===== config.mk =====
export PLATFORM = sky130hd
export DESIGN_NAME = control_unit_flat
export DESIGN_NICKNAME = d
export VERILOG_FILES = /design/src/rtl/control_unit_if.sv /design/src/rtl/control_unit.sv /design/src/flat_wrapper.sv
export SDC_FILE = /design/constraint.sdc
export NUM_CORES = 1
export LEC_CHECK = 0
export ABC_AREA = 1
export CAP_MARGIN = 20
export CORE_MARGIN = 5
export CORE_UTILIZATION = 45
export CTS_CLUSTER_DIAMETER = 60
export CTS_CLUSTER_SIZE = 8
export DETAILED_ROUTE_END_ITERATION = 8
export PLACE_DENSITY = 0.85
export RECOVER_POWER = 50
export SYNTH_ARGS = -nofsm -noshare
export SYNTH_HDL_FRONTEND = slang
export SYNTH_SLANG_ARGS = --single-unit

===== constraint.sdc =====
create_clock -name clk -period 2.9 [get_ports clk]
set_input_delay 0.58 -clock clk [delete_from_list [all_inputs] [get_ports clk]]
set_output_delay 0.58 -clock clk [all_outputs]
set_load 0.005 [all_outputs]

===== src/rtl/control_unit_if.sv =====
// Control bus between the multicycle control FSM and the datapath:
// decoded IR fields and ALU flags in, every datapath enable/select out.
interface control_unit_if #(
    parameter int FUNCT_W = 6
);
    logic [5:0]         opcode;
    logic [FUNCT_W-1:0] funct;
    logic               Overflow;
    logic               Zero;

    logic               PC_write;
    logic               IRWrite;
    logic               A_write;
    logic               B_write;
    logic               ALUOut_write;
    logic               MDR_write;
    logic               EPC_write;
    logic               RegWrite;
    logic               MemWrite;
    logic               IorD;
    logic               RegDst;
    logic               MemtoReg;
    logic               seletor_ulaA;
    logic [1:0]         seletor_ulaB;
    logic [2:0]         Seletor;
    logic [1:0]         PCSource;
    logic [4:0]         state_dbg;

    // Control unit side
    modport master (
        input  opcode, funct, Overflow, Zero,
        output PC_write, IRWrite, A_write, B_write, ALUOut_write, MDR_write,
               EPC_write, RegWrite, MemWrite, IorD, RegDst, MemtoReg,
               seletor_ulaA, seletor_ulaB, Seletor, PCSource, state_dbg
    );

    // Datapath side
    modport slave (
        output opcode, funct, Overflow, Zero,
        input  PC_write, IRWrite, A_write, B_write, ALUOut_write, MDR_write,
               EPC_write, RegWrite, MemWrite, IorD, RegDst, MemtoReg,
               seletor_ulaA, seletor_ulaB, Seletor, PCSource, state_dbg
    );
endinterface


===== src/rtl/control_unit.sv =====
// Multicycle control FSM for the MIPS-subset datapath (add/sub/and, addi,
// lw, sw, beq, bne, j). Outputs are decoded from the registered state, with
// a few Mealy terms (branch condition, funct/overflow in R_EXEC).
module control_unit #(
    parameter int MEM_WAIT = 1,
    parameter int FUNCT_W  = 6
) (
    input  logic           clk,
    input  logic           reset,
    control_unit_if.master bus
);

    typedef enum logic [4:0] {
        S_RST         = 5'd0,
        S_FETCH       = 5'd1,
        S_MEMWAIT_F   = 5'd2,
        S_FETCH_LATCH = 5'd3,
        S_DECODE      = 5'd4,
        S_R_EXEC      = 5'd5,
        S_R_WB        = 5'd6,
        S_ADDI_EXEC   = 5'd7,
        S_ADDI_WB     = 5'd8,
        S_ADDR        = 5'd9,
        S_LW_READ     = 5'd10,
        S_MEMWAIT_L   = 5'd11,
        S_LW_MDR      = 5'd12,
        S_LW_WB       = 5'd13,
        S_SW_WRITE    = 5'd14,
        S_BRANCH      = 5'd15,
        S_JUMP        = 5'd16,
        S_EXC_EPC     = 5'd17,
        S_EXC_PC      = 5'd18
    } state_t;

    localparam logic [5:0] OP_R    = 6'h00;
    localparam logic [5:0] OP_ADDI = 6'h08;
    localparam logic [5:0] OP_LW   = 6'h23;
    localparam logic [5:0] OP_SW   = 6'h2B;
    localparam logic [5:0] OP_BEQ  = 6'h04;
    localparam logic [5:0] OP_BNE  = 6'h05;
    localparam logic [5:0] OP_J    = 6'h02;

    localparam logic [FUNCT_W-1:0] F_ADD = FUNCT_W'(6'h20);
    localparam logic [FUNCT_W-1:0] F_SUB = FUNCT_W'(6'h22);
    localparam logic [FUNCT_W-1:0] F_AND = FUNCT_W'(6'h24);

    // Counter reload value: MEMWAIT_* lasts exactly MEM_WAIT cycles
    localparam logic [1:0] WAIT_LOAD = 2'(MEM_WAIT - 1);

    state_t     state, nxt;
    logic [1:0] cnt;

    // State register and memory wait counter; reset clears both at once
    always_ff @(posedge clk or negedge reset) begin
        if (!reset) begin
            state <= S_RST;
            cnt   <= '0;
        end else begin
            state <= nxt;
            case (state)
                S_FETCH, S_LW_READ:       cnt <= WAIT_LOAD;
                S_MEMWAIT_F, S_MEMWAIT_L: if (cnt != 2'd0) cnt <= cnt - 2'd1;
                default: ;
            endcase
        end
    end

    // Next-state and control decode; everything defaults to 0
    always_comb begin
        nxt              = S_RST;
        bus.PC_write     = 1'b0;
        bus.IRWrite      = 1'b0;
        bus.A_write      = 1'b0;
        bus.B_write      = 1'b0;
        bus.ALUOut_write = 1'b0;
        bus.MDR_write    = 1'b0;
        bus.EPC_write    = 1'b0;
        bus.RegWrite     = 1'b0;
        bus.MemWrite     = 1'b0;
        bus.IorD         = 1'b0;
        bus.RegDst       = 1'b0;
        bus.MemtoReg     = 1'b0;
        bus.seletor_ulaA = 1'b0;
        bus.seletor_ulaB = 2'b00;
        bus.Seletor      = 3'b000;
        bus.PCSource     = 2'b00;
        case (state)
            S_RST:   nxt = S_FETCH;
            S_FETCH: begin
                bus.IorD = 1'b0;
                nxt      = S_MEMWAIT_F;
            end
            S_MEMWAIT_F: nxt = (cnt == 2'd0) ? S_FETCH_LATCH : S_MEMWAIT_F;
            S_FETCH_LATCH: begin
                // PC <= PC + 4 while IR latches
                bus.IRWrite      = 1'b1;
                bus.seletor_ulaB = 2'b01;
                bus.Seletor      = 3'b001;
                bus.PC_write     = 1'b1;
                nxt              = S_DECODE;
            end
            S_DECODE: begin
                // Speculatively compute the branch target into ALUOut
                bus.A_write      = 1'b1;
                bus.B_write      = 1'b1;
                bus.seletor_ulaB = 2'b11;
                bus.Seletor      = 3'b001;
                bus.ALUOut_write = 1'b1;
                case (bus.opcode)
                    OP_R:          nxt = S_R_EXEC;
                    OP_ADDI:       nxt = S_ADDI_EXEC;
                    OP_LW, OP_SW:  nxt = S_ADDR;
                    OP_BEQ, OP_BNE: nxt = S_BRANCH;
                    OP_J:          nxt = S_JUMP;
                    default:       nxt = S_EXC_EPC;
                endcase
            end
            S_R_EXEC: begin
                bus.seletor_ulaA = 1'b1;
                bus.seletor_ulaB = 2'b00;
                case (bus.funct)
                    F_ADD: begin
                        bus.Seletor      = 3'b001;
                        bus.ALUOut_write = 1'b1;
                        nxt = bus.Overflow ? S_EXC_EPC : S_R_WB;
                    end
                    F_SUB: begin
                        bus.Seletor      = 3'b010;
                        bus.ALUOut_write = 1'b1;
                        nxt = bus.Overflow ? S_EXC_EPC : S_R_WB;
                    end
                    F_AND: begin
                        // Logical op: overflow flag is meaningless here
                        bus.Seletor      = 3'b011;
                        bus.ALUOut_write = 1'b1;
                        nxt = S_R_WB;
                    end
                    default: nxt = S_EXC_EPC;
                endcase
            end
            S_R_WB: begin
                bus.RegDst   = 1'b1;
                bus.RegWrite = 1'b1;
                nxt          = S_FETCH;
            end
            S_ADDI_EXEC: begin
                bus.seletor_ulaA = 1'b1;
                bus.seletor_ulaB = 2'b10;
                bus.Seletor      = 3'b001;
                bus.ALUOut_write = 1'b1;
                nxt = bus.Overflow ? S_EXC_EPC : S_ADDI_WB;
            end
            S_ADDI_WB: begin
                bus.RegWrite = 1'b1;
                nxt          = S_FETCH;
            end
            S_ADDR: begin
                bus.seletor_ulaA = 1'b1;
                bus.seletor_ulaB = 2'b10;
                bus.Seletor      = 3'b001;
                bus.ALUOut_write = 1'b1;
                nxt = (bus.opcode == OP_SW) ? S_SW_WRITE : S_LW_READ;
            end
            S_LW_READ: begin
                bus.IorD = 1'b1;
                nxt      = S_MEMWAIT_L;
            end
            S_MEMWAIT_L: nxt = (cnt == 2'd0) ? S_LW_MDR : S_MEMWAIT_L;
            S_LW_MDR: begin
                bus.MDR_write = 1'b1;
                nxt           = S_LW_WB;
            end
            S_LW_WB: begin
                bus.MemtoReg = 1'b1;
                bus.RegWrite = 1'b1;
                nxt          = S_FETCH;
            end
            S_SW_WRITE: begin
                bus.IorD     = 1'b1;
                bus.MemWrite = 1'b1;
                nxt          = S_FETCH;
            end
            S_BRANCH: begin
                // Compare A-B; branch target already sits in ALUOut
                bus.seletor_ulaA = 1'b1;
                bus.seletor_ulaB = 2'b00;
                bus.Seletor      = 3'b010;
                bus.PCSource     = 2'b01;
                bus.PC_write     = (bus.opcode == OP_BEQ) ? bus.Zero : ~bus.Zero;
                nxt              = S_FETCH;
            end
            S_JUMP: begin
                bus.PCSource = 2'b10;
                bus.PC_write = 1'b1;
                nxt          = S_FETCH;
            end
            S_EXC_EPC: begin
                // PC was already advanced; EPC <= PC - 4 points at the culprit
                bus.seletor_ulaB = 2'b01;
                bus.Seletor      = 3'b010;
                bus.EPC_write    = 1'b1;
                nxt              = S_EXC_PC;
            end
            S_EXC_PC: begin
                bus.PCSource = 2'b11;
                bus.PC_write = 1'b1;
                nxt          = S_FETCH;
            end
            default: nxt = S_RST;
        endcase
    end

    assign bus.state_dbg = state;

endmodule


===== src/flat_wrapper.sv =====
// flat-port wrapper written by rule: the top's interface ports become plain ports
module control_unit_flat 
#(
    parameter int MEM_WAIT = 1,
    parameter int FUNCT_W  = 6
)
  (clk, reset, bus_opcode, bus_funct, bus_Overflow, bus_Zero, bus_PC_write, bus_IRWrite, bus_A_write, bus_B_write, bus_ALUOut_write, bus_MDR_write, bus_EPC_write, bus_RegWrite, bus_MemWrite, bus_IorD, bus_RegDst, bus_MemtoReg, bus_seletor_ulaA, bus_seletor_ulaB, bus_Seletor, bus_PCSource, bus_state_dbg);
  control_unit_if #(.FUNCT_W(FUNCT_W)) bus_i ();
  input  logic clk;
  input  logic reset;
  input wire logic [$bits(bus_i.opcode)-1:0] bus_opcode;
  input wire logic [$bits(bus_i.funct)-1:0] bus_funct;
  input wire logic [$bits(bus_i.Overflow)-1:0] bus_Overflow;
  input wire logic [$bits(bus_i.Zero)-1:0] bus_Zero;
  output wire logic [$bits(bus_i.PC_write)-1:0] bus_PC_write;
  output wire logic [$bits(bus_i.IRWrite)-1:0] bus_IRWrite;
  output wire logic [$bits(bus_i.A_write)-1:0] bus_A_write;
  output wire logic [$bits(bus_i.B_write)-1:0] bus_B_write;
  output wire logic [$bits(bus_i.ALUOut_write)-1:0] bus_ALUOut_write;
  output wire logic [$bits(bus_i.MDR_write)-1:0] bus_MDR_write;
  output wire logic [$bits(bus_i.EPC_write)-1:0] bus_EPC_write;
  output wire logic [$bits(bus_i.RegWrite)-1:0] bus_RegWrite;
  output wire logic [$bits(bus_i.MemWrite)-1:0] bus_MemWrite;
  output wire logic [$bits(bus_i.IorD)-1:0] bus_IorD;
  output wire logic [$bits(bus_i.RegDst)-1:0] bus_RegDst;
  output wire logic [$bits(bus_i.MemtoReg)-1:0] bus_MemtoReg;
  output wire logic [$bits(bus_i.seletor_ulaA)-1:0] bus_seletor_ulaA;
  output wire logic [$bits(bus_i.seletor_ulaB)-1:0] bus_seletor_ulaB;
  output wire logic [$bits(bus_i.Seletor)-1:0] bus_Seletor;
  output wire logic [$bits(bus_i.PCSource)-1:0] bus_PCSource;
  output wire logic [$bits(bus_i.state_dbg)-1:0] bus_state_dbg;
  assign bus_i.opcode = bus_opcode;
  assign bus_i.funct = bus_funct;
  assign bus_i.Overflow = bus_Overflow;
  assign bus_i.Zero = bus_Zero;
  assign bus_PC_write = bus_i.PC_write;
  assign bus_IRWrite = bus_i.IRWrite;
  assign bus_A_write = bus_i.A_write;
  assign bus_B_write = bus_i.B_write;
  assign bus_ALUOut_write = bus_i.ALUOut_write;
  assign bus_MDR_write = bus_i.MDR_write;
  assign bus_EPC_write = bus_i.EPC_write;
  assign bus_RegWrite = bus_i.RegWrite;
  assign bus_MemWrite = bus_i.MemWrite;
  assign bus_IorD = bus_i.IorD;
  assign bus_RegDst = bus_i.RegDst;
  assign bus_MemtoReg = bus_i.MemtoReg;
  assign bus_seletor_ulaA = bus_i.seletor_ulaA;
  assign bus_seletor_ulaB = bus_i.seletor_ulaB;
  assign bus_Seletor = bus_i.Seletor;
  assign bus_PCSource = bus_i.PCSource;
  assign bus_state_dbg = bus_i.state_dbg;
  control_unit #(.MEM_WAIT(MEM_WAIT), .FUNCT_W(FUNCT_W)) u_core (.clk(clk), .reset(reset), .bus(bus_i));
endmodule

# ---- After elaboration in Yosys (flattened, before gate mapping)
# Cells that the tools add are included.
dict set report classes {
  n_addsub 1
  n_mul 0
  div 0
  magnitude_cmp 0
  eq_ne 28
  shifts 0
  muxes 28
  bitwise 1
  n_reduce_logical 22
}
# operator n
set op_table {}
lappend op_table {{5-bit case mux with 12 select lines} 1}
lappend op_table {{5-bit by 4-bit equality test with 1-bit output, second input constant} 8}
lappend op_table {{6-bit equality test, second input constant} 5}
lappend op_table {{5-bit case mux with 5 select lines} 1}
lappend op_table {{5-bit by 3-bit equality test with 1-bit output, second input constant} 4}
lappend op_table {{2-bit case mux with 3 select lines} 3}
lappend op_table {{2-bit OR reduction} 9}
lappend op_table {{5-bit equality test, second input constant} 3}
lappend op_table {{1-bit two-way mux} 13}
lappend op_table {{6-bit by 3-bit equality test with 1-bit output, second input constant} 2}
lappend op_table {{3-bit OR reduction} 4}
lappend op_table {{5-bit by 2-bit equality test with 1-bit output, second input constant} 2}
lappend op_table {{5-bit two-way mux} 2}
lappend op_table {{5-bit case mux with 2 select lines} 1}
lappend op_table {{3-bit case mux with 3 select lines} 1}
lappend op_table {{4-bit OR reduction} 2}
lappend op_table {{8-bit OR reduction} 1}
lappend op_table {{6-bit by 2-bit equality test with 1-bit output, second input constant} 1}
lappend op_table {{6-bit by 4-bit equality test with 1-bit output, second input constant} 1}
lappend op_table {{6-bit zero test} 1}
lappend op_table {{3-bit two-way mux} 2}
lappend op_table {{5-bit by 1-bit equality test with 1-bit output, second input constant} 1}
lappend op_table {{5-bit zero test} 1}
lappend op_table {{1-bit case mux with 2 select lines} 2}
lappend op_table {{other kinds (8)} 9}
dict set report totals {
  register_bits 7
  latch_bits 0
  ram_bits 0
  mem_bits_ro 0
  inputBits 16
  out_inout_bits 25
  elab_cells 82
  memories 0
}

# ---- Depth between registers and ports, before layout
# Gate-level depths: netlist of run 1.
dict set report depth {
  word_depth 4
  depth_mapped 8
  depth_no_buf 8
}

# ---- Worst setup path after synthesis of run 1
# Ideal clock, no wire load.
dict set report synth_path {
  path_type {input port to output port}
  from {input bus_opcode[5]}
  to {output bus_PC_write}
  t_arrival_ps 1171
  t_required_ps 2320
  setup_slack_ps 1149
  path_stages 5
  n_path_buf 0
  path_cell_list {nor2_1 -> nand3_1 -> a21oi_1 -> o21ai_0 -> nand3_1}
}
dict set report synth_via {
  elab_chain_len 3
}
# element line_no
set synth_rtl {}
lappend synth_rtl {{start, declared} flat_wrapper.sv:11} ;# input wire logic [$bits(bus_i.opcode)-1:0] bus_opcode;
lappend synth_rtl {{6-bit by 3-bit equality test with 1-bit output} control_unit.sv:189} ;# bus.PC_write = (bus.opcode == OP_BEQ) ? bus.Zero : ~bus.Zero;
lappend synth_rtl {{1-bit two-way mux} control_unit.sv:189}
lappend synth_rtl {{1-bit case mux with 2 select lines} control_unit.sv:87} ;# case (state)
lappend synth_rtl {{end, declared} flat_wrapper.sv:15} ;# output wire logic [$bits(bus_i.PC_write)-1:0] bus_PC_write;
# No other way between the ends.

# ---- Worst setup path after layout of run 1
dict set report layout_path {
  from {input bus_funct[5]}
  to {output bus_Seletor[1]}
}
dict set report layout_via {
  elab_chain_len 3
  word_cells_on_any_way 5
  cone_classes {eq/ne (3); mux (2)}
}
# element line_no
set layout_rtl {}
lappend layout_rtl {{start, declared} flat_wrapper.sv:12} ;# input wire logic [$bits(bus_i.funct)-1:0] bus_funct;
lappend layout_rtl {{6-bit equality test} control_unit.sv:121} ;# case (bus.funct)
lappend layout_rtl {{2-bit case mux with 3 select lines *} control_unit.sv:121}
lappend layout_rtl {{3-bit case mux with 3 select lines *} control_unit.sv:87}
lappend layout_rtl {{end, declared} flat_wrapper.sv:29} ;# output wire logic [$bits(bus_i.Seletor)-1:0] bus_Seletor;
# Every way passes the cells marked *; elsewhere a longest branch is shown, timed or not.

==> metrics.yaml, run 1 <==
vias: 1223
synth-async-reset-ratio_pct: 100.0
grt.overflow.total: 0
diodes: 0
dieArea_um2: 3092
wl_per_cell_um: 12.92
p_sw_mw: 0.3913
final_common_cell: "clkdlybuf4s50_1"
hp-class: "reg -> reg"
powerDensity_nw_per_um2: 594.0
cts_max_path_buffers: 2
critPathMaxFanout: 4
slew_violations: 0
cts_tree: "built"
swShare_pct: 47.52
cts-root-buf: "clkbuf_4"
portBuffers: 39
required_ns: 2.32
areaGrowthSynthToFinish_pct: 48.13
die-width_um: 55.61
fp.coreArea_um2: 1982
syn_area_um2: 935.9
cts_buffers: 3
worstPathArrival_ns: 2.18
ys_ff_latch: 7
drc: 0
cts.sinks: 7
n_fill_cell: 175
htreeDepth: 1
grt_max_degree: 14
antenna_found_initial: 0
ys_warn_count: 0
gp_congestion: 0.8516
leakage_nw: 0.7340
io_pins: 41
synth_edf_count: 0
ant_nets: 0
intPower_mw: 0.4322
synth_cell_type_count: 23
vias_per_cell: 5.249
synth-main-ff-cell: "dfrtp_1"
ys_seq_area_share_pct: 18.72
clk_latency_ns: 0.25
post-route-min-period_ns: 2.758
fmax_ghz: 0.3626
hold_viol: 0
start_util_pct: 47.22
grt_pass1_wl_mm: 5.085
final-setup-viol-count: 0
total_power_mw: 0.8234
status: "completed"
syn_nets: 181
hpwl_mm: 2.506
syn_inst: 164
clkTransAtPathRegs_ns: 0.05
grt_pass1_vias: 1130
power.share.clock_pct: 10.5
finalClockSkew_ns: 0.002848
fin_nets: 224
final.period_utilization_pct: 95.10
fin_tns_setup_ns: 0
rsz0062_at_grt: "false"
grt_util_all_layers_pct: 19.95
final_cell_mix: "clkdlybuf4s50_1, inv_1, nor2_1, nand2_1, nand3_1"
layout-drive-gt1-share_pct: 11.65
p_comb_share_pct: 68.4
firstDrtPassIters: 4
worst-setup-path-type: "in -> out"
die_h_um: 55.61
num_rows: 16
drt_iter0_markers: 48
end_kind: "primary output"
drv_cap: 0
critPathLaunchType: "input pin"
irDropWorstVdd_uv: 409.5
p_seq_share_pct: 21.0
postSynthAreaPerCell_um2: 5.707
drt_wl_total_mm: 3.011
## critical path, stage by stage
cell and delay (ns):
clkdlybuf4s50_1 0.48, inv_1 0.06, nor2_2 0.15, nand3_2 0.14, nand2_1 0.12, nand3_1 0.07
nand3_1 0.07, clkdlybuf4s50_1 0.51
## through the flow
stage | cell area [µm²] | util, % | hold slack, ns | instances | worst slack [ns]
floorplan | 935.9 | - | 0.2844 | 164 | 1.149
global placement | 1341 | 67.68 | 0.5099 | 228 | 0.1329
detailed placement | 1341 | 67.68 | 0.5300 | 228 | 0.09129
CTS | 1368 | 69.00 | 0.5419 | 232 | 0.07845
global route | 1386 | 69.95 | 0.5683 | 233 | 0.02099
finish | 1386 | 69.95 | 0.5491 | 233 | 0.1422
## cell families after synthesis
group	share of synthesized area, %
buffers and inverters	16.04
flip-flops	18.72
AND/OR/NAND/NOR	57.49
other	0.4007
adder cells (fa/ha/maj)	1.337
AO/OA/AOI/OAI	6.016
## power groups by stage
stage / Sequential, mW / Clock, mW / Combinational (mW)
2_1_floorplan: 0.166 / 0 / 0.310
3_3_place_gp: 0.170 / 0 / 0.550
3_5_place_dp: 0.173 / 0 / 0.562
4_1_cts: 0.171 / 0.0871 / 0.565
5_1_grt: 0.177 / 0.0951 / 0.627
6_report: 0.173 / 0.0868 / 0.564
## area by class of cell
cell class | count | area, µm² | share of cell area [%]
clock buffers | 4 | 26.28 | 1.895
inverters | 33 | 127.6 | 9.206
multi-input cells | 121 | 618.1 | 44.58
flip-flops and latches | 7 | 175.2 | 12.64
well taps | 27 | 33.78 | 2.437
repair buffers | 41 | 405.4 | 29.24
## layer usage
metal	share of wire (%)	track usage [%]	up-vias	wire length [µm]
met2	52	34.97	62	1562
met1	39	23.14	548	1165
met3	7.9	4.640	6	238
met4	1.5	7.986	0	44
met5	0	0	-	0
li1	-	-	607	-
## worst paths after layout
check,startpoint,endpoint,slack (ns),depth (start not counted)
max in group asynchronous,reset,u_core.bus.state_dbg[2],2.02,1
max,bus_funct[5],bus_Seletor[1],0.14,8
min,u_core.cnt[0],u_core.cnt[0],0.55,2
min reg2reg,u_core.cnt[0],u_core.cnt[0],0.55,2
max reg2reg,u_core.bus.state_dbg[4],u_core.bus.state_dbg[0],1.25,8
min in group asynchronous,reset,u_core.bus.state_dbg[1],0.65,1
## Yosys cell counts, types with 2 or more instances
cell | number | area (µm²)
nand4_1 | 8 | 50.05
nor2_4 | 4 | 45.04
buf_4 | 2 | 15.01
nand3_1 | 25 | 125.1
inv_2 | 2 | 7.510
dfrtp_1 | 7 | 175.2
nor2_2 | 4 | 25.02
nand2_1 | 30 | 112.6
inv_1 | 31 | 116.4
o31ai_1 | 2 | 15.01
a21oi_1 | 3 | 15.01
nand2_2 | 4 | 25.02
o21ai_0 | 2 | 10.01
nor2_1 | 31 | 116.4
## what timing repair did
item                       in CTS  in global routing
setup endpoints to repair       0                  5
hold buffers                    0                  0
resized for setup               0                  4
buffers inserted                0                  1
## sequential cells by signal (all words and copies together) (netlist names)
name	cells
u_core.bus.state_dbg	5
u_core.cnt	2
Power figures use the tool's default switching activity.
==> run 2, diff against run 1 <==
--- a/config.mk
+++ b/config.mk
@@ -7,7 +7,7 @@
 export LEC_CHECK = 0
 export ABC_AREA = 1
 export CAP_MARGIN = 20
-export CORE_MARGIN = 5
+export CORE_MARGIN = 3
 export CORE_UTILIZATION = 45
 export CTS_CLUSTER_DIAMETER = 60
 export CTS_CLUSTER_SIZE = 8
==> metrics.yaml, run 2 (synthesis gave the netlist of run 1 again) <==
grt.overflow.total: 0  # unchanged
path_cells: "inv_1, buf_4, nand2_1, nor2_1, inv_1, o211ai_1, clkdlybuf4s50_1"
critPathTopFamily: "buffers and inverters"
wl_met3_um: 181  # -24%
route.met2.wl_mm: 1.430  # -8.5%
hpwl_mm: 2.320  # -7.4%
end_kind: "primary output"
worstPathArrival_ns: 2.18  # about the same
post-route-min-period_ns: 2.764  # +0.006238 ns
r2r-start: "u_core.bus.state_dbg[4]"
hp-class: "reg -> reg"
status: "completed"
cp_num_buf_inv: 4  # +1
grt_pass1_vias: 1074  # -5.0%
cts_tree: "built"
holdPathEnd: "u_core.cnt[0]"
gp_congestion: 0.8375  # -1.7%
dieArea_um2: 2663  # -14%
io_pins: 41  # unchanged
place_ws_ns: 0.09591  # +0.004622 ns
cts_max_path_buffers: 2  # unchanged
final-setup-viol-count: 0  # unchanged
leakage_nw: 0.7291  # -0.67%
drv_cap: 0  # unchanged
cts_hold_buf: 0  # unchanged
final_common_cell: "clkdlybuf4s50_1"
die-width_um: 51.61  # -7.2%
crit_top_cell: "inv_1"
start_util_pct: 50.88  # +3.7 points
grt_util_all_layers_pct: 21.88  # +1.9 points
powerDensity_nw_per_um2: 594.2  # about the same
areaGrowthSynthToFinish_pct: 46.26
grt_max_degree: 10  # -4
cts_buffers: 3  # unchanged
hold_path_depth: 2  # unchanged
clkTransAtPathRegs_ns: 0.05  # about the same
fin_tns_setup_ns: 0  # unchanged
ant_nets: 0  # unchanged
firstDrtPassIters: 4  # unchanged
fin_nets: 223  # -0.45%
wl_per_cell_um: 12.19  # -5.7%
layout-drive-gt1-share_pct: 10.24  # -1.4 points
irDropWorstVdd_uv: 544.3  # +33%
hold_path.startpoint: "u_core.cnt[0]"
die_h_um: 51.61  # -7.2%
cts.sinks: 7  # unchanged
fmax_ghz: 0.3618  # -0.23%
drt_wl_total_mm: 2.803  # -6.9%
critPathLaunchType: "flop"
vias_per_cell: 5.265  # +0.31%
n_fill_cell: 167  # -4.6%
clk_latency_ns: 0.25  # about the same
htreeDepth: 1  # unchanged
r2r_slack_ns: 1.39  # +0.14 ns
drc: 0  # unchanged
worst-setup-path-type: "reg -> out"
dr.max_layer_used: "met4"
num_rows: 15  # -1
grt_pass1_wl_mm: 4.464  # -12%
multiInputGateArea_um2: 614.3  # -0.61%
reg2reg_depth: 8  # unchanged
finalClockSkew_ns: 0.003816  # +0.0009678 ns
rsz0062_at_grt: "false"
setup_ws_ns: 0.1360  # -0.006238 ns
cts-root-buf: "clkbuf_4"
critPathMaxFanout: 7  # +3
critical-path-max-stage-delay_ns: 0.54  # +0.03 ns
drt_iter0_markers: 29  # -40%
slew_violations: 0  # unchanged
final.period_utilization_pct: 95.31  # +0.22 points
required_ns: 2.32  # about the same
fp.coreArea_um2: 1839  # -7.2%
antenna_found_initial: 0  # unchanged
final_cell_mix: "clkdlybuf4s50_1, inv_1, nand2_1"
largest_reg_flops: 5  # unchanged
vias: 1211  # -0.98%
rr_endpoint: "u_core.bus.state_dbg[0]"
portBuffers: 39  # unchanged
regArea_um2: 175.2  # unchanged
slowest_stage: "clkdlybuf4s50_1"
hold_viol: 0  # unchanged
drt-met1-wl_mm: 1.181  # +1.4%
diodes: 0  # unchanged
[run 2: final cells by class]
type                    count  area share (%)
clock buffers               4           1.920
inverters                  33           9.049
multi-input cells         121           44.88
flip-flops and latches      7           12.80
well taps                  25           2.285
repair buffers             40           29.07
[run 2: power by group]
group	internal, mW	leakage, nW	switching (mW)
logic	0.255	0.621	0.302
registers	0.123	0.0930	0.0458
clock network	0.0525	0.0150	0.0352
total	0.431	0.729	0.383
[run 2: per-layer routing]
layer  track usage [%]  vias up
met5                 0        -
met4             5.677        0
met3             3.438        2
met2             40.89       61
met1             25.57      552
li1                  -      596
[run 2: repair_timing]
item / in CTS / in global routing
hold endpoints to repair: 0 / 0
buffers inserted: 0 / 0
gates resized for setup: 0 / 3
setup endpoints to repair: 0 / 3
[run 2: how the worst max path moves through the flow]
stage | startpoint | to | cells past startpoint
floorplan | bus_opcode[5] | bus_PC_write | 5
global placement | bus_funct[5] | bus_Seletor[1] | 8
detailed placement | bus_opcode[5] | bus_PC_write | 7
CTS | bus_opcode[5] | bus_PC_write | 7
global route | u_core.bus.state_dbg[4] | bus_Seletor[0] | 7
finish | u_core.bus.state_dbg[4] | bus_Seletor[0] | 7
[run 2: per-stage QoR]
| stage | std cells | instance area, µm² | hold WS (ns) | utilization [%] | total power, mW |
|---|---|---|---|---|---|
| after detailed placement | 226 | 1339 | 0.5026 | 72.79 | 0.7303 |
| after CTS | 230 | 1365 | 0.5284 | 74.22 | 0.8215 |
| after global placement | 226 | 1339 | 0.4955 | 72.79 | 0.7206 |
| after floorplan | 164 | 935.9 | 0.2844 | - | 0.4759 |
| after global routing | 230 | 1369 | 0.5617 | 74.42 | 0.8784 |
| final | 230 | 1369 | 0.5331 | 74.42 | 0.8134 |
[run 2: worst min-delay path, delay by kind of cell, from the launching register on]
| kind | cells | cell delay [ns] |
|---|---|---|
| AND/OR/NAND/NOR | 2 | 0.16 |
| flip-flops | 1 | 0.34 |
